`config.mk`:
```
export PLATFORM = sky130hd
export DESIGN_NAME = vga_fb_arbiter
export DESIGN_NICKNAME = d
export VERILOG_FILES = /design/src/rtl/vga_fb_arbiter.sv
export SDC_FILE = /design/constraint.sdc
export NUM_CORES = 1
export LEC_CHECK = 0
export CORE_ASPECT_RATIO = 2
export CORE_MARGIN = 4
export CORE_UTILIZATION = 55
export DETAILED_ROUTE_END_ITERATION = 16
export DONT_BUFFER_PORTS = 1
export PLACE_DENSITY = 0.73
export SYNTH_ARGS = -nofsm -noshare
export SYNTH_HDL_FRONTEND = slang
export SYNTH_SLANG_ARGS = --single-unit
```
`constraint.sdc`:
```
create_clock -name clk -period 4.66 [get_ports clk]
set_input_delay 0.466 -clock clk [delete_from_list [all_inputs] [get_ports clk]]
set_output_delay 0.466 -clock clk [all_outputs]
set_load 0.005 [all_outputs]
```
`src/rtl/vga_fb_arbiter.sv`:
```
// Pixel memory arbiter: display scanout reads take priority and host writes
// are queued in a FIFO and drained during blanking after a turnaround cycle.
module vga_fb_arbiter #(
    parameter int H_PIXELS   = 500,
    parameter int V_PIXELS   = 250,
    parameter int ADDR_W     = 17,
    parameter int DATA_W     = 8,
    parameter int FIFO_DEPTH = 4
) (
    input  logic              clk,
    input  logic              rst,
    input  logic              disp_ena,
    input  logic [9:0]        col,
    input  logic [8:0]        row,
    input  logic              wr_valid,
    output logic              wr_ready,
    input  logic [ADDR_W-1:0] wr_addr,
    input  logic [DATA_W-1:0] wr_data,
    output logic [ADDR_W-1:0] mem_addr,
    output logic              mem_we,
    output logic [DATA_W-1:0] mem_wdata,
    input  logic [DATA_W-1:0] mem_rdata,
    output logic [DATA_W-1:0] pixel_data,
    output logic              pixel_valid,
    output logic              err_oob,
    output logic [2:0]        fifo_level
);

    localparam int PW = $clog2(FIFO_DEPTH);
    localparam int unsigned NPIX = H_PIXELS * V_PIXELS;
    localparam logic [2:0] DEPTH_L = 3'(FIFO_DEPTH);

    typedef enum logic [1:0] {IDLE, SCAN, TURN, WRITE} state_t;

    state_t st, cur;

    logic [ADDR_W-1:0] fa [FIFO_DEPTH];
    logic [DATA_W-1:0] fd [FIFO_DEPTH];
    logic [PW-1:0]     rp, wp;
    logic [2:0]        lvl;
    logic              empty, accept, oob, push, pop;
    logic              disp_d;
    logic [ADDR_W-1:0] scan_addr;

    assign empty     = (lvl == 3'd0);
    assign wr_ready  = (lvl < DEPTH_L);
    assign accept    = wr_valid & wr_ready;
    assign oob       = (32'(wr_addr) >= NPIX);
    assign push      = accept & ~oob;
    assign pop       = (cur == WRITE);
    assign scan_addr = ADDR_W'(row) * ADDR_W'(H_PIXELS) + ADDR_W'(col);

    // State in effect for the current cycle; st holds the previous cycle's.
    always_comb begin
        cur = IDLE;
        unique case (st)
            SCAN: begin
                cur = disp_ena ? SCAN : TURN;
            end
            IDLE, TURN, WRITE: begin
                if (disp_ena)
                    cur = SCAN;
                else if (!empty)
                    cur = WRITE;
                else
                    cur = IDLE;
            end
            default: cur = IDLE;
        endcase
    end

    always_comb begin
        mem_we    = 1'b0;
        mem_addr  = '0;
        mem_wdata = '0;
        if (!rst) begin
            if (disp_ena) begin
                mem_addr = scan_addr;
            end else if (cur == WRITE) begin
                mem_we    = 1'b1;
                mem_addr  = fa[rp];
                mem_wdata = fd[rp];
            end
        end
    end

    always_ff @(posedge clk) begin
        if (push) begin
            fa[wp] <= wr_addr;
            fd[wp] <= wr_data;
        end
    end

    always_ff @(posedge clk or posedge rst) begin
        if (rst) begin
            st          <= IDLE;
            rp          <= '0;
            wp          <= '0;
            lvl         <= 3'd0;
            err_oob     <= 1'b0;
            disp_d      <= 1'b0;
            pixel_valid <= 1'b0;
            pixel_data  <= '0;
        end else begin
            st <= cur;
            if (push)
                wp <= wp + 1'b1;
            if (pop)
                rp <= rp + 1'b1;
            unique case ({push, pop})
                2'b10:   lvl <= lvl + 3'd1;
                2'b01:   lvl <= lvl - 3'd1;
                default: lvl <= lvl;
            endcase
            if (accept && oob)
                err_oob <= 1'b1;
            disp_d      <= disp_ena;
            pixel_valid <= disp_d;
            if (disp_d)
                pixel_data <= mem_rdata;
        end
    end

    assign fifo_level = lvl;

endmodule

```
* Word level (Yosys, flattened, before mapping)
Memories as Yosys holds them, arrays and structs flattened.
Cells that the tools add are included.
Widths: inputs -> output; s select.
** Word-level totals
- Bits in read-only memories :: 0
- Input port bits :: 56
- Memories kept :: 2
- Memory bits (writable) :: 100
- Latch bits :: 0
- Bits in registers :: 20
** Operators by class
- Reductions and logical operators :: 5
- Equal/unequal tests :: 6
- Muxes and demuxes :: 16
- Add/sub/neg operators :: 5
- Shift-type cells :: 0
- Magnitude comparators :: 2
- Multipliers :: 1
- Bitwise operators :: 3
- Div/mod/pow operators :: 0
** Memory list
- fa :: depth 4, bits a word 17, rd ports 1, clocked after memory_dff 0, write ports 1, RTL line 37 : logic [ADDR_W-1:0] fa [FIFO_DEPTH];
- fd :: depth 4, bits a word 8, rd ports 1, clocked after memory_dff 0, write ports 1, RTL line 38 : logic [DATA_W-1:0] fd [FIFO_DEPTH];
** Operators with widths (number)
- $mux 17 :: 3
- $mux 8 :: 3
- $add 17x10->17 :: 1
- $ge 17x17->1 const B :: 1
- $mul 9x7->15 const B :: 1
- $eq 2x2->1 const B :: 4
- $mux 2 :: 3
- $pmux 3 s2 :: 1
- $mux 1 :: 5
- $add 2x1->2 const B :: 2
- $eq 2x1->1 const B :: 2
- $pmux 2 s2 :: 1
- $add 3x1->3 const B :: 1
- $logic_not 3->1 :: 1
- $lt 3x3->1 const B :: 1
- $reduce_or 3->1 :: 1
- $sub 3x1->3 const B :: 1
- $and 1x1->1 :: 2
- $logic_not 2->1 :: 1
- $reduce_bool 2->1 :: 1
- $logic_and 1x1->1 :: 1
- $not 1->1 :: 1

* Logic depth before layout (Yosys ltp)
Gate-level depths: netlist of the first run.
- Depth in word-level cells :: 8
- Gate-level depth with buffers :: 20
- Gate-level depth less buffers :: 20

* Worst setup path after synthesis of the first run
No wires, ideal clock.
- Path kind :: input -> output
- Start point :: input port row[0]
- End point :: output port mem_addr[16]
- Data arrival time :: 4.642 ns
- Data required time :: 4.194 ns
- Slack :: -0.448 ns
- Cell stages on the path :: 18
- Buffers on the path :: 0
- Path through :: fa_1 > xor2_1 > ha_1 > inv_1 > fa_1 > fa_1 > inv_1 > ha_1 > o21a_1 > nor2_1 > xnor2_1 > ha_1 > or4_1 > o211ai_2 > nor2_2 > and4_1 > o21a_1 > o31ai_2
** On the way
- Cells in the longest elaborated chain, start to end :: 4
** Ends and longest elaborated chain
- start: declaration :: RTL line 14 : input logic [8:0] row,
- $mul 9x7->15 :: RTL line 51 : assign scan_addr = ADDR_W'(row) * ADDR_W'(H_PIXELS) + ADDR_W'(col);
- $add 17x10->17 :: RTL line 51
- $mux 17 :: RTL line 77 : if (disp_ena) begin
- $mux 17 :: RTL line 76 : if (!rst) begin
- end: declaration :: RTL line 19 : output logic [ADDR_W-1:0] mem_addr,
No other way between the ends.

* Final worst setup path of the first run
- Start point :: input port row[2]
- End point :: output port mem_addr[16]
The elaborated chain is that of the path after synthesis.

==> flow_summary.toml, run 1 <==
[worst_setup_path]
path_common_cell = "fa_1"
path_class = "primary input to primary output"
cp-end-kind = "primary output"
start_kind = "primary input"
critPathMaxFanout = 5
required_ps = 4190
arrival_ps = 4730
cp_slowest_stage_delay_ps = 510
r2r_cells = 3
crit_chain = "fa_1 > xor2_1 > ha_1 > inv_1 > fa_1 > fa_1 > inv_2 > ha_4 > o21a_1 > nor2_2 > xnor2_1 > ha_2 > or4_4 > o211ai_4 > nor2_2 > and4_1 > o21a_1 > o31ai_2 > buf_4"
cp_slowest_cell = "fa_1"

[timing]
worst_slew_pin_slew_ps = 1190
whs_ps = 9.59
finalSetupViolations = 7
tns_ps = -2440
drv_slew = 0
fin_worst_skew_ps = 7.66
max_clock_freq_ghz = 0.192
rsz0062_at_grt = "yes"
final.min_clock_period_ps = 5200
finalHoldViolCount = 0
relSlewSlack_pct = 20.5
final_min_period_over_clock_period_pct = 112
fin_ws_ps = -541

[yosys]
synth_edf_count = 100
synth_cell_types = 56
synthArstFlopShare_pct = 16.7
synth.avg_cell_area_um2 = 14.6
syn_nets = 591
ys_seq_area_share_pct = 52.4
yosysWarningCount = 0
syn_area_um2 = 6680
synth_ff_type = "edfxtp_1"
ys_seq_elements = 120
synthCells = 458

[placed_design]
numPortBuffers = 0
place_ws_ps = -584
gp_congestion = 0.864
dp_hpwl_um = 10400

[cts]
clkLatencyLatePin_ps = 400
clock_path_buffers = 2
clockRootBuffer = "clkbuf_16"
cts.sink_count = 120
clk_pin_slew_worst_paths_ps = 50
htree_levels = 4
cts_buffers = 17
cts_tree = "built"

[power_and_ir_drop]
p_per_area_nw_per_um2 = 726
p_total_uw = 5840
p_leak_uw = 0.00324
ir_drop_mv = 0.537

[floorplan]
std_cell_rows = 56
ios = 96
die_w_um = 86.0
dieArea_um2 = 14100
start_util_pct = 56.4
die_height_um = 164
core_area_um2 = 11800

[grt]
grt_pass1_wl_um = 23700
track_usage_pct = 22.5
grt_overflow = 0
grt_max_degree = 31
antenna_found_initial = 0
grt_pass1_vias = 4512

[worst_hold_path]
hold_path_class = "primary input to asynchronous set/reset pin"

[detailed_routing]
dr.pass1.iters = 4
drt_iter0_markers = 194
drc_errors = 0
wl_per_cell_um = 21.4
ant_nets = 0
wl_um = 14600
vias = 3945
vias_per_cell = 5.78

[cells_and_area]
final_core_util_pct = 67.9
n_antenna_cell = 0
n_fill_cell = 818
nets = 658
final_layout_size_suffix_gt1_share_pct = 29.2
syn2layout_area_growth_pct = 20.4

[flow_run]
cap_viol_max_count = 0

[outcome]
status = "finished, violations left"
violations = "setup timing"
==> report_power, final <==
group	internal (uW)	leakage, uW	switching [uW]
registers	1350	0.00114	182
clock network	884	0.000309	422
logic	1580	0.00179	1430
total	3810	0.00324	2030
==> cell usage after synthesis (2+ instances only) <==
cell      count  share of area (%)
nor2_1       14               0.79
and3_1        8               0.75
mux2i_1       2               0.30
a31oi_1       2               0.19
buf_2         2               0.15
xnor2_1      19                2.5
nand4_1       2               0.19
nor3_1        2               0.15
mux4_2       24                8.1
xor2_1        9                1.2
o21ai_0      13               0.97
ha_1         50                9.4
o21ai_1       2               0.15
nand2b_1      4               0.37
nand2_1      17               0.95
dfrtp_1      20                7.5
fa_1         27                8.1
and2_1        5               0.47
o211ai_1      2               0.22
a22o_1        5               0.66
nor4_1        3               0.28
inv_1        53                3.0
a21oi_1      10               0.75
clkbuf_1      7               0.39
o31a_1        2               0.26
o21a_1        4               0.45
nor2b_1       4               0.37
edfxtp_1    100                 45
mux2_2        8                1.3
nand3_1       2               0.15
a21o_1        7               0.79
a22oi_1       2               0.22
o21bai_1      4               0.45
==> per-stage QoR <==
step / instances / instance area [um^2]
after floorplan: 458 / 6730
after global placement: 647 / 7270
after detailed placement: 647 / 7270
after CTS: 683 / 8010
after global routing: 683 / 8050
final: 683 / 8050
==> layout make-up <==
cell class | count | area [um^2] | area share [%]
inverters | 53 | 206 | 2.57
multi-input cells | 274 | 3080 | 38.3
well taps | 145 | 181 | 2.26
clock inverters | 5 | 51.3 | 0.638
flip-flops and latches | 120 | 3500 | 43.6
clock buffers | 27 | 567 | 7.05
repair buffers | 59 | 454 | 5.65
==> state kept, by name, summed over array words and instances (netlist names) <==
name and cells:
fd 32, fa 68, wp 2, fifo_level 3
disp_d 1, pixel_data 8, st 2, pixel_valid 1
err_oob 1, rp 2
==> layout by cell type (no fill, tap or decap), types with 10 or more instances in the layout <==
cell | netlist | final
buf_4 | 1 | 56
clkbuf_16 | 0 | 20
dfrtp_1 | 20 | 19
edfxtp_1 | 100 | 100
fa_1 | 27 | 27
ha_1 | 50 | 44
inv_1 | 53 | 47
mux4_2 | 24 | 24
nand2_1 | 17 | 17
nor2_1 | 14 | 10
xnor2_1 | 19 | 15
==> timing repair <==
action,in CTS,in global routing
buffers inserted,4,1
endpoints found under the setup margin,7,7
pin swaps,10,5
resized for setup,17,11
hold buffers,0,0
==> layer usage <==
layer | wire, um | vias up | track usage, % | part of all wire (%)
li1 | - | 1815 | - | -
met1 | 4970 | 2004 | 24.7 | 34
met2 | 8540 | 110 | 41.7 | 59
met3 | 843 | 16 | 6.38 | 5.8
met4 | 238 | 0 | 6.20 | 1.6
met5 | 0 | - | 0 | 0
==> critical path, delay by kind of cell <==
| kind | cells | cell delay (ps) |
|---|---|---|
| xor+xnor | 2 | 300 |
| buf+inv | 3 | 230 |
| compound gates | 4 | 750 |
| simple gates | 4 | 810 |
| fa+ha+maj | 6 | 2160 |
==> worst paths after layout <==
check                               from            to  slack [ps]
setup / recovery                  row[2]  mem_addr[16]        -540
hold / removal                       rst         rp[1]          10
setup reg to reg           fifo_level[2]      fa[1][1]        2230
hold reg to reg                  err_oob       err_oob         500
max in group asynchronous            rst         rp[0]        4380
min in group clk                disp_ena        disp_d         100
==> cells by family (layout without fill, tap and decap cells) <==
| family | after synthesis | count (layout) | synth area share [%] |
|---|---|---|---|
| AO/OA/AOI/OAI | 63 | 63 | 6.63 |
| buffers and inverters | 64 | 144 | 3.84 |
| adder cells (fa/ha/maj) | 77 | 77 | 17.4 |
| multiplexers | 35 | 35 | 10.1 |
| AND/OR/NAND/NOR | 71 | 71 | 5.88 |
| flip-flops | 120 | 120 | 52.4 |
| XOR/XNOR | 28 | 28 | 3.67 |
Note: power is estimated with default switching activity, not from simulation.
==> run 2: changes to the inputs <==
- CTS_BUF_LIST: unset -> sky130_fd_sc_hd__clkbuf_4 sky130_fd_sc_hd__clkbuf_8
==> flow_summary.toml, run 2 (same netlist as run 1, synthesis figures left out) <==
[worst_setup_path]
cp_slowest_stage_delay_ps = 510
r2r-end = "fa[1][16]"
cp_slowest_cell = "fa_1"
crit_cells = 19
crit_chain = "fa_1 > xor2_1 > ha_1 > inv_1 > fa_1 > fa_1 > inv_2 > ha_4 > o21a_1 > nor2_2 > xnor2_1 > ha_2 > or4_4 > o211ai_4 > nor2_2 > and4_1 > o21a_1 > o31ai_2 > buf_4"
start_kind = "primary input"
required_ps = 4190
crit_family = "adder cells"
critPathLaunch = "row[2]"
r2r_cells = 3
cp-end-kind = "primary output"
critPathBufInv = 3
path_class = "primary input to primary output"
r2r-start = "fifo_level[2]"
arrival_ps = 4720
critPathMaxFanout = 5
setup.worst_path.end = "mem_addr[16]"
path_common_cell = "fa_1"
reg2reg_slack_ps = 2320

[timing]
drv_slew = 0
fin_ws_ps = -531
rsz0062_at_grt = "yes"
final_min_period_over_clock_period_pct = 111
final.min_clock_period_ps = 5190
finalSetupViolations = 7
fin_worst_skew_ps = 6.91
finalHoldViolCount = 0
relSlewSlack_pct = 21.4
max_clock_freq_ghz = 0.193
worst_slew_pin_slew_ps = 1180

[detailed_routing]
dr.pass1.iters = 4
ant_nets = 0
vias_per_cell = 5.74
drc_errors = 0
wl_um = 13700
drt_iter0_markers = 161
wl_per_cell_um = 20.1
vias = 3923

[power_and_ir_drop]
internal_power_uw = 3540
pwr-share-seq_pct = 27.8
p_sw_uw = 1930
switching_share_pct = 35.2
p_leak_uw = 0.00317
ir_drop_mv = 0.460
p_clk_share_pct = 18.7
p_total_uw = 5470
p_comb_share_pct = 53.5
p_per_area_nw_per_um2 = 695

[grt]
grt_max_degree = 31
grtUsageMet3_pct = 6.22
grt_busiest_layer = "met2"
grtUsageMet2_pct = 39.5
track_usage_pct = 21.5
grt_util_met1_pct = 22.3
antenna_found_initial = 0
grt_overflow = 0
grt_pass1_wl_um = 22700
grt_pass1_vias = 4481

[placed_design]
place_inst = 647
dp_hpwl_um = 10400
numPortBuffers = 0
gp_congestion = 0.864

[floorplan]
core_area_um2 = 11800
start_util_pct = 56.4
die_height_um = 164
std_cell_rows = 56
die_w_um = 86.0
dieArea_um2 = 14100
ios = 96

[cells_and_area]
final_common_cell = "edfxtp_1"
largest_register_ffs = 68
nets = 659
finalNonFillerCells = 684
syn2layout_area_growth_pct = 17.8
n_fill_cell = 835
n_antenna_cell = 0
largest_register = "fa"
reg.largest.list = "fa x68, fd x32, pixel_data x8"
final_cell_mix = "edfxtp_1 (100), buf_4 (57), inv_1 (49), ha_1 (44), fa_1 (27)"
final_layout_size_suffix_gt1_share_pct = 28.9

[cts]
cts_tree = "built"
cts_buffers = 17
cts.sink_count = 120
htree_levels = 4
clock_path_buffers = 2
clk_pin_slew_worst_paths_ps = 60
clockRootBuffer = "clkbuf_8"
clkLatencyLatePin_ps = 420

[worst_hold_path]
hold_depth = 0
hold_path_class = "primary input to flop"
min_from = "disp_ena"

[outcome]
violations = "setup timing"
status = "finished, violations left"

[flow_run]
cap_viol_max_count = 0
-- run 2: worst min path at each step --
stage	endpoint	slack, ps
global placement	rp[1]	430
CTS	disp_d	50
detailed placement	rp[1]	440
finish	disp_d	70
floorplan	pixel_valid	350
global route	disp_d	30
-- run 2: layer usage --
metal / vias up / share of wire, %
met4: 0 / 2.7
li1: 1813 / -
met5: - / 0
met1: 1953 / 33
met2: 129 / 58
met3: 28 / 6.2
-- run 2: stage by stage --
step / util, % / setup TNS [ps] / setup slack (ps) / hold WS [ps] / instance area [um^2]
global route: 66.5 / -3850 / -713 / 33.5 / 7870
detailed placement: 61.4 / -2820 / -584 / 437 / 7270
CTS: 66.4 / -2610 / -579 / 45.0 / 7860
floorplan: - / -587 / -305 / 352 / 6730
global placement: 61.4 / -2520 / -531 / 430 / 7270
finish: 66.5 / -2350 / -531 / 68.9 / 7870
-- run 2: power by group through the flow --
stage	clock network [uW]	logic, uW	registers (uW)
5_1_grt	1090	3230	1550
3_3_place_gp	0	2530	1540
6_report	1020	2930	1520
2_1_floorplan	0	1800	1410
3_5_place_dp	0	2590	1550
4_1_cts	1030	2920	1530
-- run 2: timing repair --
| action | CTS | global route |
|---|---|---|
| gates resized for setup | 17 | 7 |
| pin swaps | 10 | 10 |
| setup endpoints to repair | 7 | 7 |
| gates cloned | 0 | 0 |
| hold endpoints to repair | 20 | 0 |
| hold buffers | 1 | 0 |
| buffers inserted | 4 | 1 |
-- run 2: area by class of cell --
| cell class | instances | area (um^2) | area share [%] |
|---|---|---|---|
| Sequential cell | 120 | 3500 | 44.5 |
| Multi-Input combinational cell | 274 | 3070 | 39.0 |
| Timing Repair Buffer | 60 | 460 | 5.85 |
| Clock buffer | 24 | 312 | 3.96 |
| Inverter | 53 | 203 | 2.57 |
| Tap cell | 145 | 181 | 2.30 |
| Clock inverter | 8 | 141 | 1.80 |
